<file path="src/rtl/btn_pkg.sv">
// btn_pkg -- shared constants for the button input port.
//   ADDR_LEVEL / ADDR_EVENT : rd_addr decode values
//   DATA_W                  : read data width
//   MAX_INPUTS              : largest supported pad count; also the bit offset of
//                             the release-event field in the EVENT register
package btn_pkg;

    localparam logic ADDR_LEVEL = 1'b0;
    localparam logic ADDR_EVENT = 1'b1;
    localparam int   DATA_W     = 16;
    localparam int   MAX_INPUTS = 8;

endpackage

</file>
<file path="src/rtl/button_input_port_if.sv">
// button_input_port_if -- core-side read bus of the button input port.
//   rd_en    : one-cycle read strobe (master -> slave)
//   rd_addr  : 0 = LEVEL, 1 = EVENT (master -> slave)
//   rd_data  : registered read data (slave -> master)
//   rd_valid : one-cycle pulse the cycle after rd_en (slave -> master)
//   irq      : level interrupt, high while any event is pending (slave -> master)
interface button_input_port_if;
    import btn_pkg::*;

    logic              rd_en;
    logic              rd_addr;
    logic [DATA_W-1:0] rd_data;
    logic              rd_valid;
    logic              irq;

    modport master (output rd_en, rd_addr, input rd_data, rd_valid, irq);
    modport slave  (input rd_en, rd_addr, output rd_data, rd_valid, irq);

endinterface

</file>
<file path="src/rtl/btn_debounce.sv">
// btn_debounce -- synchroniser plus debouncer for one active-low button pad.
//   clk, reset_n : clock, async active-low reset
//   raw_n        : raw pad, asynchronous to clk
//   stable_n     : debounced level (1 = released)
//   fall_p       : one-cycle pulse on the edge where stable_n goes 1->0 (press)
//   rise_p       : one-cycle pulse on the edge where stable_n goes 0->1 (release)
// A change is accepted after the synchronised input has differed from stable_n
// for DEBOUNCE_CYCLES consecutive cycles; any bounce restarts the count.
module btn_debounce #(
    parameter int DEBOUNCE_CYCLES = 12000,
    parameter int CNT_W           = $clog2(DEBOUNCE_CYCLES)
) (
    input  logic clk,
    input  logic reset_n,
    input  logic raw_n,
    output logic stable_n,
    output logic fall_p,
    output logic rise_p
);

    localparam logic [CNT_W-1:0] CNT_LAST = CNT_W'(DEBOUNCE_CYCLES - 1);

    logic [1:0]       sync_q, sync_d;
    logic             sync_n;
    logic             stable_q, stable_d;
    logic [CNT_W-1:0] cnt_q, cnt_d;

    assign sync_n = sync_q[1];

    always_comb begin
        sync_d   = {sync_q[0], raw_n};
        cnt_d    = cnt_q;
        stable_d = stable_q;
        if (sync_n == stable_q) begin
            cnt_d = '0;
        end else if (cnt_q == CNT_LAST) begin
            stable_d = sync_n;
            cnt_d    = '0;
        end else begin
            cnt_d = cnt_q + 1'b1;
        end
    end

    // Pulses are taken from the next-state so the event latch sets on the
    // same edge that stable_n changes.
    assign fall_p   =  stable_q & ~stable_d;
    assign rise_p   = ~stable_q &  stable_d;
    assign stable_n =  stable_q;

    always_ff @(posedge clk or negedge reset_n) begin
        if (!reset_n) begin
            sync_q   <= 2'b11;
            stable_q <= 1'b1;
            cnt_q    <= '0;
        end else begin
            sync_q   <= sync_d;
            stable_q <= stable_d;
            cnt_q    <= cnt_d;
        end
    end

endmodule

</file>
<file path="src/rtl/button_input_port.sv">
// button_input_port -- memory-mapped, debounced button input register.
//   clk, reset_n : clock, async active-low reset
//   btn_raw_n    : N_INPUTS raw active-low pads
//   bus (slave)  : rd_en/rd_addr in; rd_data/rd_valid/irq out
// LEVEL (addr 0) returns the debounced pressed state. EVENT (addr 1) returns the
// latched press events and clears exactly the returned bits; a new event on the
// clearing edge wins. irq is a registered OR of all pending events.
// Build option BTN_RELEASE_EVT_EN: also latch release events in EVENT[8+i].
module button_input_port
    import btn_pkg::*;
#(
    parameter int N_INPUTS        = 4,
    parameter int DEBOUNCE_CYCLES = 12000,
    parameter int CNT_W           = $clog2(DEBOUNCE_CYCLES)
) (
    input  logic                clk,
    input  logic                reset_n,
    input  logic [N_INPUTS-1:0] btn_raw_n,
    button_input_port_if.slave  bus
);

    logic [N_INPUTS-1:0] stable_vec;
    logic [N_INPUTS-1:0] fall_vec;
    logic [N_INPUTS-1:0] rise_vec;

    for (genvar i = 0; i < N_INPUTS; i++) begin : g_btn
        btn_debounce #(
            .DEBOUNCE_CYCLES (DEBOUNCE_CYCLES),
            .CNT_W           (CNT_W)
        ) u_deb (
            .clk      (clk),
            .reset_n  (reset_n),
            .raw_n    (btn_raw_n[i]),
            .stable_n (stable_vec[i]),
            .fall_p   (fall_vec[i]),
            .rise_p   (rise_vec[i])
        );
    end

    logic [N_INPUTS-1:0] press_q, press_d;
    logic [DATA_W-1:0]   rd_data_q, rd_data_d;
    logic                rd_valid_q, rd_valid_d;
    logic                irq_q, irq_d;
    logic                rd_evt;

`ifdef BTN_RELEASE_EVT_EN
    logic [N_INPUTS-1:0] rel_q, rel_d;
`else
    logic unused_rise;
    assign unused_rise = ^rise_vec;
`endif

    assign rd_evt = bus.rd_en && (bus.rd_addr == ADDR_EVENT);

    always_comb begin
        // An EVENT read returns the current bits, so clearing all of them
        // clears exactly what was returned; OR-ing new edges afterwards
        // makes a same-cycle set win.
        press_d = rd_evt ? '0 : press_q;
        press_d = press_d | fall_vec;
`ifdef BTN_RELEASE_EVT_EN
        rel_d   = rd_evt ? '0 : rel_q;
        rel_d   = rel_d | rise_vec;
`endif

        rd_data_d  = rd_data_q;
        rd_valid_d = bus.rd_en;
        if (bus.rd_en) begin
            rd_data_d = '0;
            if (bus.rd_addr == ADDR_LEVEL) begin
                rd_data_d[N_INPUTS-1:0] = ~stable_vec;
            end else begin
                rd_data_d[N_INPUTS-1:0] = press_q;
`ifdef BTN_RELEASE_EVT_EN
                rd_data_d[MAX_INPUTS +: N_INPUTS] = rel_q;
`endif
            end
        end

`ifdef BTN_RELEASE_EVT_EN
        irq_d = (|press_q) | (|rel_q);
`else
        irq_d = |press_q;
`endif
    end

    always_ff @(posedge clk or negedge reset_n) begin
        if (!reset_n) begin
            press_q    <= '0;
`ifdef BTN_RELEASE_EVT_EN
            rel_q      <= '0;
`endif
            rd_data_q  <= '0;
            rd_valid_q <= 1'b0;
            irq_q      <= 1'b0;
        end else begin
            press_q    <= press_d;
`ifdef BTN_RELEASE_EVT_EN
            rel_q      <= rel_d;
`endif
            rd_data_q  <= rd_data_d;
            rd_valid_q <= rd_valid_d;
            irq_q      <= irq_d;
        end
    end

    assign bus.rd_data  = rd_data_q;
    assign bus.rd_valid = rd_valid_q;
    assign bus.irq      = irq_q;

endmodule

</file>
<file path="src/flat_wrapper.sv">
// flat-port wrapper written by rule: the top's interface ports become plain ports
module button_input_port_flat import btn_pkg::*;
#(
    parameter int N_INPUTS        = 4,
    parameter int DEBOUNCE_CYCLES = 12000,
    parameter int CNT_W           = $clog2(DEBOUNCE_CYCLES)
)
  (clk, reset_n, btn_raw_n, bus_rd_en, bus_rd_addr, bus_rd_data, bus_rd_valid, bus_irq);
  button_input_port_if bus_i ();
  input  logic clk;
  input  logic reset_n;
  input  logic [N_INPUTS-1:0] btn_raw_n;
  input wire logic [$bits(bus_i.rd_en)-1:0] bus_rd_en;
  input wire logic [$bits(bus_i.rd_addr)-1:0] bus_rd_addr;
  output wire logic [$bits(bus_i.rd_data)-1:0] bus_rd_data;
  output wire logic [$bits(bus_i.rd_valid)-1:0] bus_rd_valid;
  output wire logic [$bits(bus_i.irq)-1:0] bus_irq;
  assign bus_i.rd_en = bus_rd_en;
  assign bus_i.rd_addr = bus_rd_addr;
  assign bus_rd_data = bus_i.rd_data;
  assign bus_rd_valid = bus_i.rd_valid;
  assign bus_irq = bus_i.irq;
  button_input_port #(.N_INPUTS(N_INPUTS), .DEBOUNCE_CYCLES(DEBOUNCE_CYCLES), .CNT_W(CNT_W)) u_core (.clk(clk), .reset_n(reset_n), .btn_raw_n(btn_raw_n), .bus(bus_i));
endmodule
</file>
<file path="config.mk">
export PLATFORM = sky130hd
export DESIGN_NAME = button_input_port_flat
export DESIGN_NICKNAME = d
export VERILOG_FILES = /design/src/rtl/btn_pkg.sv /design/src/rtl/button_input_port_if.sv /design/src/rtl/btn_debounce.sv /design/src/rtl/button_input_port.sv /design/src/flat_wrapper.sv
export SDC_FILE = /design/constraint.sdc
export NUM_CORES = 1
export LEC_CHECK = 0
export BUFFER_PORTS_ARGS = -buffer_cell sky130_fd_sc_hd__buf_2
export CORE_UTILIZATION = 54
export CTS_BUF_LIST = sky130_fd_sc_hd__clkbuf_4 sky130_fd_sc_hd__clkbuf_8 sky130_fd_sc_hd__clkbuf_16
export CTS_CLUSTER_SIZE = 24
export DETAILED_ROUTE_END_ITERATION = 10
export GPL_TIMING_DRIVEN = 0
export PLACE_DENSITY = 0.78
export SLEW_MARGIN = 20
export SYNTH_ARGS = -nofsm -noshare
export SYNTH_HDL_FRONTEND = slang
export SYNTH_SLANG_ARGS = --single-unit
</file>
<file path="constraint.sdc">
create_clock -name clk -period 2 [get_ports clk]
set_clock_uncertainty 0.2 [all_clocks]
set_input_delay 0.2 -clock clk [delete_from_list [all_inputs] [get_ports clk]]
set_output_delay 0.2 -clock clk [all_outputs]
set_load 0.02 [all_outputs]
</file>
# Word level (Yosys, flattened, before mapping)
# Index checks and enable logic that the tools add are counted.
[word_totals]
wordCells = 58
register_bits = 78
[op_classes]
n_addsub = 4
n_reduce_logical = 2
muxes = 18
n_eq_ne = 8
n_bitwise = 10
[op_table]
columns = ["cell", "n"]
rows = [
  ["$mux W14", 8],
  ["$add A14 B1 Y14 const B", 4],
  ["$eq A14 B14 Y1 const B", 4],
  ["$mux W1", 8],
  ["$mux W4", 2],
  ["$and A1 B1 Y1", 4],
  ["$eq A1 B1 Y1", 4],
  ["$not A1 Y1", 4],
  ["$not A4 Y4", 1],
  ["$or A4 B4 Y4", 1],
  ["$reduce_or A4 Y1", 1],
  ["$logic_and A1 B1 Y1", 1],
]

# Longest topological paths before layout
# Gate-level depths: netlist of run 1.
[depth]
ltp_word = 6
depth_mapped = 6
depth_no_buf = 5

# Hierarchy
# A second synthesis of run 1 with hierarchy kept.
[hier_totals]
cells_unflattened = 352
area_unflattened_um2 = 3778.6
[by_module_without_submodules]
columns = ["mod", "instances", "area_each_um2", "cells_each"]
rows = [
  ["btn_debounce (u_core.g_btn[0].u_deb ...)", 3, 815.8, 76],
  ["btn_debounce (u_core.g_btn[1].u_deb)", 1, 837.1, 78],
  ["button_input_port", 1, 494.2, 46],
]

# Worst setup path after synthesis of run 1
# No wires, ideal clock.
[synth_path]
path_kind = "reg2reg"
startpoint = "register u_core.g_btn[3].u_deb.cnt_q[0]"
endpoint = "register u_core.g_btn[3].u_deb.stable_q"
stages_incl_launch_ff = 6
setup_time_ps = 85
slack_ps = 67
t_required_ps = 1715
arrival_ps = 1649
synth_period_minus_slack_ps = 1933
cell_sequence = "dfrtp_1 > ha_1 > nand2_1 > or4_4 > nor3_1 > mux2_1"
[synth_between]
elab_chain_len = 3
[synth_rtl]
columns = ["element", "line_no", "text"]
rows = [
  ["start: declaration", "btn_debounce.sv:26", "logic [CNT_W-1:0] cnt_q, cnt_d;"],
  ["start signal: assignment", "btn_debounce.sv:58", "cnt_q <= cnt_d;"],
  ["$eq A14 B14 Y1", "btn_debounce.sv:36", "end else if (cnt_q == CNT_LAST) begin"],
  ["$mux W1", "btn_debounce.sv:36", ""],
  ["$mux W1", "btn_debounce.sv:34", "if (sync_n == stable_q) begin"],
  ["named net u_core.g_btn[3].u_deb.stable_d", "btn_debounce.sv:25", "logic stable_q, stable_d;"],
  ["end signal: assignment", "btn_debounce.sv:57", "stable_q <= stable_d;"],
  ["end: declaration", "btn_debounce.sv:25", ""],
]
# The timed path passes the listed nets, and every way through them passes these cells.
# A chain may end at the register's enable or synchronous reset.

# Final worst setup path of run 1
[layout_path]
startpoint = "register u_core.g_btn[3].u_deb.cnt_q[0]"
endpoint = "register u_core.g_btn[3].u_deb.cnt_q[2]"
[layout_between]
elab_chain_len = 3
[layout_rtl]
columns = ["element", "line_no"]
rows = [
  ["$add A14 B1 Y14 / $eq A14 B14 Y1 (equally long branches)", "btn_debounce.sv:40, btn_debounce.sv:36"],
  ["$mux W14 (*)", "btn_debounce.sv:36"],
  ["$mux W14 (*)", "btn_debounce.sv:34"],
  ["named net u_core.g_btn[3].u_deb.cnt_d[2]", "btn_debounce.sv:26"],
]
# The timed path passes the listed nets; every way through them passes the cells marked *.

==> results of run 1 <==
-- routing by layer --
| metal | track usage [%] | up-vias | share of wire [%] |
|---|---|---|---|
| li1 | - | 1239 | - |
| met1 | 26.7 | 1191 | 48 |
| met2 | 31.7 | 33 | 47 |
| met3 | 3.64 | 13 | 2.4 |
| met4 | 9.55 | 0 | 2.1 |
| met5 | 0 | - | 0 |
-- area by class of cell --
cell class                 instances  area (µm²)
fill                             522        2170
sequential                        78        1970
multi-input combinational        246        1600
timing repair buffer              27         203
clock buffer                      11         139
buffer                            17         135
clock inverter                     5         106
tap                               77        96.3
inverter                          11        41.3
-- stage by stage --
step | std cells | power, mW
final | 472 | 3.30
after floorplan | 352 | 1.80
after global placement | 441 | 1.87
after global routing | 472 | 3.43
after detailed placement | 442 | 1.88
after CTS | 466 | 3.33
-- cell usage in the layout (no fill, tap or decap), types with 5 or more instances in the layout --
cell,n
and4_1,5
clkbuf_8,9
conb_1,12
nand4_1,16
xnor2_1,25
nand3_1,19
mux2_2,5
nor2_1,59
xor2_1,26
buf_2,11
nor3_1,9
dlygate4sd3_1,6
buf_4,21
nor4_1,8
nand2_1,20
inv_1,11
dfrtp_1,64
dfstp_2,12
-- worst min-delay path, delay by kind of cell --
family	cells	cell delay [ns]
buffers and inverters	1	0.18
AO/OA/AOI/OAI	2	0.23
-- sequential cells by signal, summed over array words and instances, names as in the netlist --
name	count
u_core.bus.irq	1
u_core.bus.rd_data	4
u_core.bus.rd_valid	1
u_core.g_btn.u_deb.cnt_q	56
u_core.g_btn.u_deb.stable_n	4
u_core.g_btn.u_deb.sync_q	8
u_core.press_q	4
-- power by group through the flow --
stage          Combinational (mW)  Sequential [mW]  Clock [mW]
2_1_floorplan               0.116             1.69           0
3_3_place_gp                0.189             1.68           0
3_5_place_dp                0.198             1.68           0
4_1_cts                     0.215             1.65        1.46
5_1_grt                     0.245             1.66        1.53
6_report                    0.219             1.65        1.43
-- worst max path at each step --
stage	from	to	depth (start not counted)
floorplan	u_core.g_btn[3].u_deb.cnt_q[0]	u_core.g_btn[3].u_deb.stable_n	5
global placement	u_core.g_btn[3].u_deb.cnt_q[0]	u_core.g_btn[3].u_deb.stable_n	5
detailed placement	u_core.g_btn[3].u_deb.cnt_q[0]	u_core.g_btn[3].u_deb.stable_n	5
CTS	u_core.g_btn[3].u_deb.cnt_q[0]	u_core.g_btn[3].u_deb.cnt_q[11]	6
global route	u_core.g_btn[1].u_deb.cnt_q[5]	u_core.g_btn[1].u_deb.stable_n	4
finish	u_core.g_btn[3].u_deb.cnt_q[0]	u_core.g_btn[3].u_deb.cnt_q[2]	6
-- cell families after synthesis --
kind of cell | after synthesis | synth area share (%)
other | 1 | 0.102
XOR/XNOR | 51 | 12.2
multiplexers | 7 | 2.25
flip-flops | 78 | 53.7
AND/OR/NAND/NOR | 156 | 21.5
AO/OA/AOI/OAI | 15 | 3.86
adder cells (fa/ha/maj) | 5 | 1.71
buffers and inverters | 28 | 4.75
-- timing repair --
item | CTS | global route
hold endpoints to repair | 42 | 0
setup endpoints to repair | 11 | 46
buffers inserted | 2 | 5
gates resized for setup | 3 | 9
hold buffers | 6 | 0
gates cloned | 0 | 1
pin swaps | 1 | 4
==> results.ini, run 1 <==
[outcome]
status = finished with violations
failed_checks = DRC

[setup_path]
worstReg2RegStart = u_core.g_btn[3].u_deb.cnt_q[0]
crit_path_top_delay_cell = or4_4
crit_family = simple AND/OR/NAND/NOR gates
cp_slowest_stage_delay_ns = 0.46
crit_buf_inv = 1
critPathMaxFanout = 6
cp-end-kind = flip-flop
rr_endpoint = u_core.g_btn[3].u_deb.cnt_q[2]
crit_arrival_ns = 1.99
critPathRequiredTime_ns = 2.04
regToRegSetupSlack_ns = 0.05
startpoint_type = flip-flop
path_cells = ha_2 -> nand2_1 -> or4_4 -> o31ai_4 -> buf_4 -> nor2_1
worst-setup-path-type = reg2reg
worst-r2r-cell-count = 6

[grt]
first_global_vias = 2461
track_usage_pct = 20.0
grt_pass1_wl_um = 11200
grt_max_degree = 43
antenna_found_initial = 0
grt_remaining_overflow = 0

[clock_tree]
cts_max_path_buffers = 2
tritoncts = done
clkTransAtPathRegs_ns = 0.08
htreeDepth = 3
cts_made_buffers = 9
insertion_delay_ns = 0.35
clock-sinks = 78
cts-root-buf = clkbuf_8

[final_layout]
diodes = 0
drive_gt1_share_pct = 23.0
area_delta_synth_final_pct = 17.0
layout.nets = 403
post-route-cell-area_um2 = 4290
post-route-util_pct = 66.4

[logic_synthesis]
postSynthAreaPerCell_um2 = 10.7
async_reset_ff_share_pct = 100
synth_top_area_share_pct = 45.1
synth_area_um2 = 3660
synth.distinct_cells = 41
synth_edf_count = 0
yosys.area.top_type = dfrtp_1
synth.most_common_cell = dfrtp_1
ys.warnings.count = 0
ys_seq_elements = 78
syn_inst = 341
seq_area_frac_synth_pct = 53.7
dominantRegCellSynth = dfrtp_1
yosys-top-cells-count = dfrtp_1 (66), nor2_1 (60), xor2_1 (26)
synthTopCellsByArea = dfrtp_1 (45%), dfstp_2 (8.6%), xor2_1 (6.2%)

[drt]
via_count = 2476
firstDrtPassIters = 7
avgViaCountPerCell = 5.25
drtAntennaViolNets = 0
wirelength_um = 6340
drc = 6
dr.first_iter.drc_count = 123
avgRoutedWirePerCell_um = 13.4

[sta]
hold_slack_ns = 0.100
setup_viol = 0
setup_ws_ns = 0.0471
slew_viol_final = 0
rsz0062_at_grt = true
period_share_pct = 97.6
period_needed_ns = 1.95
tns_ns = 0
hold_violations = 0
fmax_mhz = 512

[floorplanning]
die-width_um = 84.4
initial_core_util_pct = 56.7
core_area_um2 = 6460
ios = 26
dieArea_um2 = 7120
die_h_um = 84.4
rows = 29

[min_path]
whs_endpoint = u_core.bus.rd_data[3]
hold_path_depth = 3
hold_class = in2reg
worstHoldStart = bus_rd_addr

[place]
place_congestion = 0.761
postPlaceCellArea_um2 = 3880
place_hpwl_um = 4170
numPortBuffers = 12
dp_slack_ns = -0.114

[power]
power_frac_comb_pct = 6.6
power_frac_clock_pct = 43.4
swShare_pct = 22.1
p_switching_mw = 0.731
p_per_area_nw_per_um2 = 770
max-vdd-ir-drop_uv = 369
p_int_mw = 2.57
power_frac_seq_pct = 50.0
leakagePower_nw = 1.90

[run]
cap_violations = 0

Note: power is estimated with default switching activity, not from simulation.
==> run 2, diff against run 1 <==
--- a/config.mk
+++ b/config.mk
@@ -6,12 +6,13 @@
 export NUM_CORES = 1
 export LEC_CHECK = 0
 export BUFFER_PORTS_ARGS = -buffer_cell sky130_fd_sc_hd__buf_2
+export CORE_ASPECT_RATIO = 1.2
 export CORE_UTILIZATION = 54
 export CTS_BUF_LIST = sky130_fd_sc_hd__clkbuf_4 sky130_fd_sc_hd__clkbuf_8 sky130_fd_sc_hd__clkbuf_16
 export CTS_CLUSTER_SIZE = 24
 export DETAILED_ROUTE_END_ITERATION = 10
 export GPL_TIMING_DRIVEN = 0
-export PLACE_DENSITY = 0.78
+export PLACE_DENSITY = 0.86
 export SLEW_MARGIN = 20
 export SYNTH_ARGS = -nofsm -noshare
 export SYNTH_HDL_FRONTEND = slang
==> run 2 against run 1 <==
The flow now finishes without violations. Sequential power barely moved. Via count rose by 3.4%. Sequential share of layout area rose by 0.12 points. First-iteration DRC count fell by 30%. Combinational power barely moved. Critical path depth fell by 2. Clock-buffer cell count fell by 1. Hold slack barely moved. Largest cell class unchanged. Highest routed layer unchanged.
==> results.ini, run 2 (synthesis gave the netlist of run 1 again) <==
[sta]
rsz0062_at_grt = true
period_share_pct = 97.8  ; +0.17 points
setup_ws_ns = 0.0438  ; -0.00338 ns
slew_viol_final = 0  ; unchanged
setup_viol = 0  ; unchanged
hold_violations = 0  ; unchanged
fmax_mhz = 511  ; -0.17%
period_needed_ns = 1.96  ; +0.00338 ns

[grt]
first_global_vias = 2496  ; +1.4%
grt_remaining_overflow = 0  ; unchanged
grt_max_degree = 57  ; +33%
grt_pass1_wl_um = 11100  ; -0.86%
track_usage_pct = 20.2  ; +0.23 points
use_met1_pct = 23.7  ; -3.1 points
grt_use_met2_pct = 34.7  ; +2.9 points
busiest_layer = met2
antenna_found_initial = 0  ; unchanged
grt_use_met3_pct = 3.18  ; -0.45 points

[power]
p_per_area_nw_per_um2 = 773  ; +0.35%
swShare_pct = 22.3  ; +0.16 points
power_frac_seq_pct = 49.9  ; about the same
leakagePower_nw = 1.90  ; -0.26%
power_frac_comb_pct = 6.6  ; about the same
p_switching_mw = 0.737  ; +0.81%
power_frac_clock_pct = 43.5  ; about the same
p_int_mw = 2.57  ; -0.12%
max-vdd-ir-drop_uv = 375  ; +1.5%

[final_layout]
post-route-util_pct = 66.0  ; -0.46 points
top_regs = u_core.g_btn.u_deb.cnt_q: 56 flops, u_core.g_btn.u_deb.sync_q: 8 flops
diodes = 0  ; unchanged
drive_gt1_share_pct = 21.9  ; -1.1 points
fin_cells = 477  ; +1.1%
area_delta_synth_final_pct = 16.7
layout_common_cells = dfrtp_1 (64), nor2_1 (60), xor2_1 (26)
layout.cells.most_common = dfrtp_1
layout.nets = 400  ; -0.74%
largest_register_ffs = 56  ; unchanged
max_flop_register = u_core.g_btn.u_deb.cnt_q

[setup_path]
rr_endpoint = u_core.g_btn[1].u_deb.stable_n
cp-end-kind = flip-flop
regToRegSetupSlack_ns = 0.04  ; about the same
critPathRequiredTime_ns = 2.08  ; +0.04 ns
crit_path_top_delay_cell = or4b_4
cp_slowest_stage_delay_ns = 0.55  ; +0.09 ns
startpoint_type = flip-flop
crit_arrival_ns = 2.03  ; +0.04 ns
worst-setup-path-type = reg2reg
path_cells = or4b_4 -> nor3_4 -> and3_4 -> mux2_4
crit_family = simple AND/OR/NAND/NOR gates
crit_buf_inv = 0  ; -1
critPathMaxFanout = 2  ; -4
worst-r2r-cell-count = 4  ; -2
worstReg2RegStart = u_core.g_btn[1].u_deb.cnt_q[5]

[floorplanning]
rows = 32  ; +10%
ios = 26  ; unchanged
dieArea_um2 = 7120  ; about the same
die_h_um = 92.2  ; +9.3%
core_area_um2 = 6490  ; +0.43%
die-width_um = 77.2  ; -8.5%
initial_core_util_pct = 56.5  ; -0.24 points

[clock_tree]
cts_made_buffers = 9  ; unchanged
cts_max_path_buffers = 2  ; unchanged
clock-sinks = 78  ; unchanged
htreeDepth = 3  ; unchanged
insertion_delay_ns = 0.36  ; about the same
clkTransAtPathRegs_ns = 0.08  ; about the same
cts-root-buf = clkbuf_8
tritoncts = done

[place]
place_hpwl_um = 4180  ; +0.17%
place_congestion = 0.816  ; +7.3%
dp.cells = 450  ; +1.8%
numPortBuffers = 12  ; unchanged
dp_slack_ns = -0.0894  ; +0.0244 ns

[drt]
avgRoutedWirePerCell_um = 13.9  ; +3.4%
drc = 0  ; -6
wirelength_um = 6630  ; +4.5%
via_count = 2559  ; +3.4%
avgViaCountPerCell = 5.36  ; +2.3%
dr.first_iter.drc_count = 86  ; -30%
drtAntennaViolNets = 0  ; unchanged
firstDrtPassIters = 4  ; -3

[min_path]
hold_class = in2async

[outcome]
status = finished clean

[run]
cap_violations = 0  ; unchanged

==> run 2: final cells by class <==
| cell class | instances | area, µm² |
|---|---|---|
| Sequential cell | 78 | 1970 |
| Clock inverter | 6 | 109 |
| Tap cell | 85 | 106 |
| Inverter | 11 | 41.3 |
| Buffer | 17 | 133 |
| Clock buffer | 10 | 138 |
| Timing Repair Buffer | 24 | 188 |
| Multi-Input combinational cell | 246 | 1590 |
| Fill cell | 482 | 2210 |
==> run 2: repair_timing <==
item,4_1_cts,5_1_grt
resized for setup,3,5
hold buffers,6,0
buffers inserted,3,2
cloned,0,0
endpoints found under the hold margin,74,0
pin swaps,2,3
endpoints found under the setup margin,12,28
==> run 2: metrics by stage <==
step / cell area [µm²] / setup TNS [ns] / hold WS (ns) / power [mW]
floorplan: 3710 / 0 / -0.296 / 1.80
global placement: 3870 / -0.555 / 0.106 / 1.87
detailed placement: 3900 / -0.654 / -0.0809 / 1.88
CTS: 4240 / 0 / 0.0719 / 3.32
global route: 4280 / -0.0138 / 0.117 / 3.41
finish: 4280 / 0 / 0.101 / 3.31
==> run 2: per-layer routing <==
| metal | routed length, µm | vias up |
|---|---|---|
| li1 | - | 1229 |
| met1 | 2790 | 1264 |
| met2 | 3500 | 48 |
| met3 | 202 | 18 |
| met4 | 144 | 0 |
| met5 | 0 | - |
==> run 2: power groups by stage <==
stage	Sequential [mW]	Combinational [mW]	Clock (mW)
2_1_floorplan	1.69	0.116	0
3_3_place_gp	1.68	0.187	0
3_5_place_dp	1.68	0.200	0
4_1_cts	1.65	0.221	1.45
5_1_grt	1.65	0.243	1.51
6_report	1.65	0.219	1.44
==> run 2: worst max-delay path by stage <==
stage | from | to | slack [ns] | depth (start not counted)
after floorplan | u_core.g_btn[3].u_deb.cnt_q[0] | u_core.g_btn[3].u_deb.stable_n | 0.07 | 5
after global placement | u_core.g_btn[3].u_deb.cnt_q[0] | u_core.g_btn[3].u_deb.stable_n | -0.07 | 5
after detailed placement | u_core.g_btn[3].u_deb.cnt_q[0] | u_core.g_btn[3].u_deb.stable_n | -0.09 | 5
after CTS | u_core.g_btn[2].u_deb.cnt_q[0] | u_core.g_btn[2].u_deb.stable_n | 0.02 | 5
after global routing | u_core.g_btn[2].u_deb.cnt_q[0] | u_core.g_btn[2].u_deb.cnt_q[11] | -0.01 | 6
final | u_core.g_btn[1].u_deb.cnt_q[5] | u_core.g_btn[1].u_deb.stable_n | 0.04 | 4
